<file path="src/rtl/config_packet_arbiter.sv">
// config_packet_arbiter: merges configuration packets from NUM_REQ sources onto
// one registered packet bus. Each source owns a 1-deep holding buffer; grants
// rotate round-robin and a source may lock the bus across a burst.
// Optional macro CFG_ARB_LOCK_TIMEOUT_EN: force-release a lock after
// LOCK_TIMEOUT consecutive locked cycles with no owner emission.
module config_packet_arbiter #(
    parameter int unsigned PACKET_BITS  = 97,
    parameter int unsigned NUM_REQ      = 4,
    parameter int unsigned LOCK_TIMEOUT = 255,
    localparam int unsigned ID_W        = (NUM_REQ > 1) ? $clog2(NUM_REQ) : 1
) (
    input  logic                           clk,
    input  logic                           reset_n,
    input  logic [NUM_REQ*PACKET_BITS-1:0] req_packet,
    input  logic [NUM_REQ-1:0]             req_lock,
    input  logic [NUM_REQ-1:0]             req_valid,
    output logic [NUM_REQ-1:0]             req_ready,
    output logic [PACKET_BITS-1:0]         configure_out,
    output logic [ID_W-1:0]                grant_id,
    output logic                           grant_valid,
    output logic                           locked,
    output logic                           lock_timeout
);

    localparam int unsigned PAY_W = PACKET_BITS - 1;

    typedef enum logic {
        ST_IDLE   = 1'b0,
        ST_LOCKED = 1'b1
    } state_t;

    state_t                 r_state;
    state_t                 w_state_next;
    logic [NUM_REQ-1:0]     r_buf_full;
    logic [NUM_REQ-1:0]     r_buf_lock;
    logic [PAY_W-1:0]       r_buf_pay [NUM_REQ];
    logic [ID_W-1:0]        r_owner;
    logic [ID_W-1:0]        r_last_grant;
    logic [PACKET_BITS-1:0] r_cfg;
    logic [ID_W-1:0]        r_grant_id;
    logic                   r_grant_valid;
    logic                   r_locked;

    logic [NUM_REQ-1:0]     w_cand;
    logic                   w_found;
    logic [ID_W-1:0]        w_pick;
    logic                   w_to_hit;
    logic                   w_to_fire;
    logic [NUM_REQ-1:0]     w_pkt_msb;
    logic                   w_unused;

    assign req_ready     = ~r_buf_full;
    assign configure_out = r_cfg;
    assign grant_id      = r_grant_id;
    assign grant_valid   = r_grant_valid;
    assign locked        = r_locked;

    // Candidate set: every full buffer when idle, only the owner's when locked
    always_comb begin
        w_cand = r_buf_full;
        if (r_state == ST_LOCKED) begin
            w_cand = r_buf_full & (NUM_REQ'(1) << r_owner);
        end
    end

    // Round-robin search starting just after the last granted source
    always_comb begin
        w_found = 1'b0;
        w_pick  = '0;
        for (int unsigned k = 1; k <= NUM_REQ; k++) begin
            if (!w_found && w_cand[ID_W'((32'(r_last_grant) + k) % NUM_REQ)]) begin
                w_found = 1'b1;
                w_pick  = ID_W'((32'(r_last_grant) + k) % NUM_REQ);
            end
        end
    end

    // Lock FSM next-state: enter on a locked emission, leave on an unlocked
    // owner emission or on an idle-lock timeout
    always_comb begin
        w_state_next = r_state;
        w_to_fire    = 1'b0;
        case (r_state)
            ST_IDLE: begin
                if (w_found && r_buf_lock[w_pick]) begin
                    w_state_next = ST_LOCKED;
                end
            end
            ST_LOCKED: begin
                if (w_found) begin
                    if (!r_buf_lock[w_pick]) begin
                        w_state_next = ST_IDLE;
                    end
                end else if (w_to_hit) begin
                    w_state_next = ST_IDLE;
                    w_to_fire    = 1'b1;
                end
            end
            default: w_state_next = ST_IDLE;
        endcase
    end

    // State register and its registered copy on the locked output
    always_ff @(posedge clk) begin
        if (!reset_n) begin
            r_state  <= ST_IDLE;
            r_locked <= 1'b0;
        end else begin
            r_state  <= w_state_next;
            r_locked <= (w_state_next == ST_LOCKED);
        end
    end

    // Buffer occupancy: fill on handshake, drain on grant (never both at once)
    always_ff @(posedge clk) begin
        if (!reset_n) begin
            r_buf_full <= '0;
            r_buf_lock <= '0;
        end else begin
            for (int unsigned i = 0; i < NUM_REQ; i++) begin
                if (req_valid[i] && !r_buf_full[i]) begin
                    r_buf_full[i] <= 1'b1;
                    r_buf_lock[i] <= req_lock[i];
                end else if (w_found && (w_pick == ID_W'(i))) begin
                    r_buf_full[i] <= 1'b0;
                end
            end
        end
    end

    // Buffer payload storage; the incoming valid bit is not kept
    always_ff @(posedge clk) begin
        for (int unsigned i = 0; i < NUM_REQ; i++) begin
            if (req_valid[i] && !r_buf_full[i]) begin
                r_buf_pay[i] <= req_packet[PACKET_BITS*i +: PAY_W];
            end
        end
    end

    // Output bus, grant bookkeeping and lock owner capture
    always_ff @(posedge clk) begin
        if (!reset_n) begin
            r_cfg         <= '0;
            r_grant_valid <= 1'b0;
            r_grant_id    <= '0;
            r_last_grant  <= ID_W'(NUM_REQ - 1);
            r_owner       <= '0;
        end else if (w_found) begin
            r_cfg         <= {1'b1, r_buf_pay[w_pick]};
            r_grant_valid <= 1'b1;
            r_grant_id    <= w_pick;
            r_last_grant  <= w_pick;
            if (r_state == ST_IDLE) begin
                r_owner <= w_pick;
            end
        end else begin
            r_cfg         <= '0;
            r_grant_valid <= 1'b0;
        end
    end

    // Source valid bits are replaced by a forced 1 on emission
    always_comb begin
        w_pkt_msb = '0;
        for (int unsigned i = 0; i < NUM_REQ; i++) begin
            w_pkt_msb[i] = req_packet[PACKET_BITS*(i+1)-1];
        end
    end

`ifdef CFG_ARB_LOCK_TIMEOUT_EN
    localparam int unsigned CNT_W = $clog2(LOCK_TIMEOUT + 1);

    logic [CNT_W-1:0] r_to_cnt;
    logic             r_lock_timeout;

    // Fires on the LOCK_TIMEOUT-th consecutive idle locked cycle
    assign w_to_hit     = (r_to_cnt == CNT_W'(LOCK_TIMEOUT - 1));
    assign lock_timeout = r_lock_timeout;
    assign w_unused     = ^w_pkt_msb;

    // Idle-lock counter and one-cycle release pulse
    always_ff @(posedge clk) begin
        if (!reset_n) begin
            r_to_cnt       <= '0;
            r_lock_timeout <= 1'b0;
        end else begin
            r_lock_timeout <= w_to_fire;
            if ((r_state != ST_LOCKED) || w_found || w_to_fire) begin
                r_to_cnt <= '0;
            end else begin
                r_to_cnt <= r_to_cnt + CNT_W'(1);
            end
        end
    end
`else
    localparam int unsigned UNUSED_LOCK_TIMEOUT = LOCK_TIMEOUT;

    assign w_to_hit     = 1'b0;
    assign lock_timeout = 1'b0;
    assign w_unused     = ^{w_pkt_msb, w_to_fire};
`endif

endmodule

</file>
<file path="config.mk">
export PLATFORM = sky130hd
export DESIGN_NAME = config_packet_arbiter
export DESIGN_NICKNAME = d
export VERILOG_FILES = /design/src/rtl/config_packet_arbiter.sv
export SDC_FILE = /design/constraint.sdc
export NUM_CORES = 1
export LEC_CHECK = 0
export CAP_MARGIN = 10
export CORE_ASPECT_RATIO = 0.7
export CORE_MARGIN = 10
export CORE_UTILIZATION = 40
export CTS_BUF_LIST = sky130_fd_sc_hd__clkbuf_2 sky130_fd_sc_hd__clkbuf_4 sky130_fd_sc_hd__clkbuf_8
export CTS_CLUSTER_DIAMETER = 30
export DETAILED_ROUTE_END_ITERATION = 16
export MAX_ROUTING_LAYER = met4
export PLACE_DENSITY = 0.69
export SLEW_MARGIN = 20
export SYNTH_ARGS = -nofsm -noshare
export SYNTH_HDL_FRONTEND = slang
export SYNTH_SLANG_ARGS = --single-unit
</file>
<file path="constraint.sdc">
create_clock -name clk -period 8.6 [get_ports clk]
set_clock_uncertainty 0.15 [all_clocks]
set_input_delay 2.15 -clock clk [delete_from_list [all_inputs] [get_ports clk]]
set_output_delay 2.15 -clock clk [all_outputs]
set_load 0.005 [all_outputs]
</file>
==> results.sh <==
export IMPL_leakage_nw=8.74
export IMPL_synth_edf_count=384
export IMPL_yosysUniqueCellTypes=38
export IMPL_cp_required_ps=8910
export IMPL_worstReg2RegStart="r_last_grant[0]$_SDFFE_PN1P_"
export IMPL_ant_nets=0
export IMPL_synthFlopType="edfxtp_1"
export IMPL_hold_depth=2
export IMPL_vdd_drop_max_mv=0.252
export IMPL_layout_common_cells="498 x clkdlybuf4s50_1, 384 x edfxtp_1, 192 x a211oi_1"
export IMPL_async_flop_share_pct=0
export IMPL_start_util_pct=40.7
export IMPL_synth_top_area_cell="edfxtp_1"
export IMPL_grt_overflow=0
export IMPL_slew_headroom_pct=27.5
export IMPL_port_buffers=498
export IMPL_syn_num_nets=1433
export IMPL_core_um2=44000
export IMPL_outcome="completed"
export IMPL_fp_row_count=64
export IMPL_period_share_pct=50.3
export IMPL_clk_path_buf_depth=3
export IMPL_r2r_end="configure_out[93]$_SDFF_PN0_"
export IMPL_synthXorXnorAreaFrac_pct=0
export IMPL_final_core_util_pct=57.4
export IMPL_synth_compound_area_share_pct=9.31
export IMPL_routabilityCongestion=0.799
export IMPL_grt_pass1_vias=11500
export IMPL_numCtsBuffers=86
export IMPL_layout_nets=1962
export IMPL_p_per_area_nw_per_um2=352
export IMPL_nFillCells=3349
export IMPL_criticalPathCategory="reg2reg"
export IMPL_critPathCaptureType="register"
export IMPL_area_growth_pct=41.2
export IMPL_viasPerCell=4.95
export IMPL_place_hpwl_um=33800
export IMPL_reg2reg_depth=9
export IMPL_drive_gt1_share_pct=11.0
export IMPL_final_common_cell="clkdlybuf4s50_1"
export IMPL_maxSlewViolCount=0
export IMPL_max_slew_worst_pin_slew_ps=1080
export IMPL_antenna_found_initial=12
export IMPL_regToRegSetupSlack_ps=4280
export IMPL_die_h_um=197
export IMPL_seq_area_frac_synth_pct=77.0
export IMPL_syn_instance_count=1035
export IMPL_synth_simple_gate_area_share_pct=4.69
export IMPL_avgSynthCellArea_um2=17.3
export IMPL_cts_setup_buffers=0
export IMPL_io_pins=504
export IMPL_post_route_drc_count=0
export IMPL_die_area_um2=53700
export IMPL_arrival_ps=4640
export IMPL_chipWidth_um=273
export IMPL_worstHoldEndpoint="grant_id[0]$_SDFFE_PN0P_"
export IMPL_grt_pass1_wl_um=72600
export IMPL_synth_area_um2=17900
export IMPL_synthAdderAreaFrac_pct=0
export IMPL_cts_sinks=496
export IMPL_finalSetupTns_ps=0
export IMPL_hold_viol_final=0
export IMPL_tritoncts="built"
export IMPL_min_from="grant_id[0]$_SDFFE_PN0P_"
export IMPL_via_count=11100
export IMPL_synth_warnings=0
export IMPL_dr_pass1_iters=5
export IMPL_synth_top_area_share_pct=64.5
export IMPL_wl_per_cell_um=22.2
export IMPL_synth_top_family_by_area="compound AO/OA/AOI/OAI gates"
export IMPL_muxShareOfSynthArea_pct=6.07
export IMPL_power_mw=8.89
export IMPL_h_tree_depth=3
export IMPL_layout_min_cycle_time_ps=4320
export IMPL_synth_seq_cells=496
export IMPL_clk_pin_slew_ps=60
export IMPL_first_iter_violations=646
export IMPL_rsz0062_at_grt="no"
export IMPL_cp_start_kind="register"
export IMPL_min_path_type="reg2reg"
export IMPL_cp_max_fo=69
export IMPL_grt_max_degree=91
export IMPL_track_usage_pct=18.4
export IMPL_postCtsHoldBufs=0
export IMPL_cts_root_buf="clkbuf_8"
export IMPL_clock_latency_ps=630
export IMPL_synth_area_top_cells="edfxtp_1 64%, dfxtp_1 13%, a211oi_1 8.1%"
export IMPL_wirelength_um=49900
export IMPL_post_cts_resized=0
export IMPL_setup_violations_final=0
export IMPL_max_cap_viol_count=0
export IMPL_fmax_mhz=231
## area by class of cell
cell class                 count  area, µm²  share of cell area, %
sequential                   496      13800                   54.5
clock buffer                 118       1510                   5.99
inverter                       5       18.8                 0.0743
clock inverter                43        430                   1.70
tap                          594        743                   2.94
multi-input combinational    460       3630                   14.4
antenna                       12       30.0                  0.119
timing repair buffer         515       5110                   20.2
## kinds of logic after synthesis
group           Yosys count
compound gates          219
buf+inv                  79
flops                   496
mux                     107
other cells               1
simple gates            133
## registers in the layout, indices dropped and copies added, names as in the netlist, named ones only
signal / cells
r_buf_pay: 384
grant_id: 2
r_owner: 2
r_last_grant: 2
r_buf_lock: 4
configure_out: 97
r_buf_full: 4
## synth_stat cells, types with 3 or more instances
library cell    n
nor2b_1       105
buf_12          9
a211oi_1      192
nand2b_1        3
a21boi_0        4
o211ai_1        3
nand2_1         5
a21oi_1         5
dfxtp_1       112
nand3_1         3
buf_6           5
nor2_1          5
buf_2          21
clkbuf_1       35
edfxtp_1      384
mux2i_1       105
inv_1           5
o21ai_0         5
nand4b_1        4
## critical path, stage by stage (launching register included)
cell	delay (ps)
dfxtp_1	790
mux2i_4	380
o211ai_4	140
o221a_4	320
a211oi_4	240
buf_4	720
buf_4	780
nor2b_1	100
a211oi_1	350
a211oi_1	100
## routing by layer
| metal | track usage [%] | vias to the layer above | part of all wire (%) |
|---|---|---|---|
| met5 | - | - | 0 |
| met4 | 5.71 | 0 | 2.1 |
| met1 | 21.6 | 5480 | 40 |
| met2 | 29.7 | 407 | 49 |
| li1 | - | 5133 | - |
| met3 | 6.16 | 74 | 8.4 |
## worst max path at each step
stage,endpoint,slack [ps],cells after the start,from
final,configure_out[93]$_SDFF_PN0_,4280,9,r_last_grant[0]$_SDFFE_PN1P_
after floorplan,r_buf_lock[2]$_SDFFE_PN0P_,1420,3,req_valid[2]
after CTS,configure_out[93]$_SDFF_PN0_,4180,9,r_last_grant[0]$_SDFFE_PN1P_
after global routing,configure_out[87]$_SDFF_PN0_,3950,9,r_last_grant[0]$_SDFFE_PN1P_
after global placement,r_buf_pay[2][57]$_DFFE_PP_,3770,4,req_valid[2]
after detailed placement,r_buf_pay[2][62]$_DFFE_PP_,3730,4,req_valid[2]
## per-stage QoR
step	hold WS, ps	instance area, µm²	cells	setup slack (ps)
final	321	25300	2243	4280
after global routing	358	25300	2243	3950
after CTS	330	25200	2231	4180
after detailed placement	322	23300	2070	3730
after global placement	312	23300	2070	3770
after floorplan	310	17900	1035	1420
## power breakdown
| group | switching (mW) | internal (mW) |
|---|---|---|
| combinational | 1.93 | 1.30 |
| sequential | 0.159 | 3.14 |
| clock | 0.989 | 1.37 |
Power figures use the tool's default switching activity.
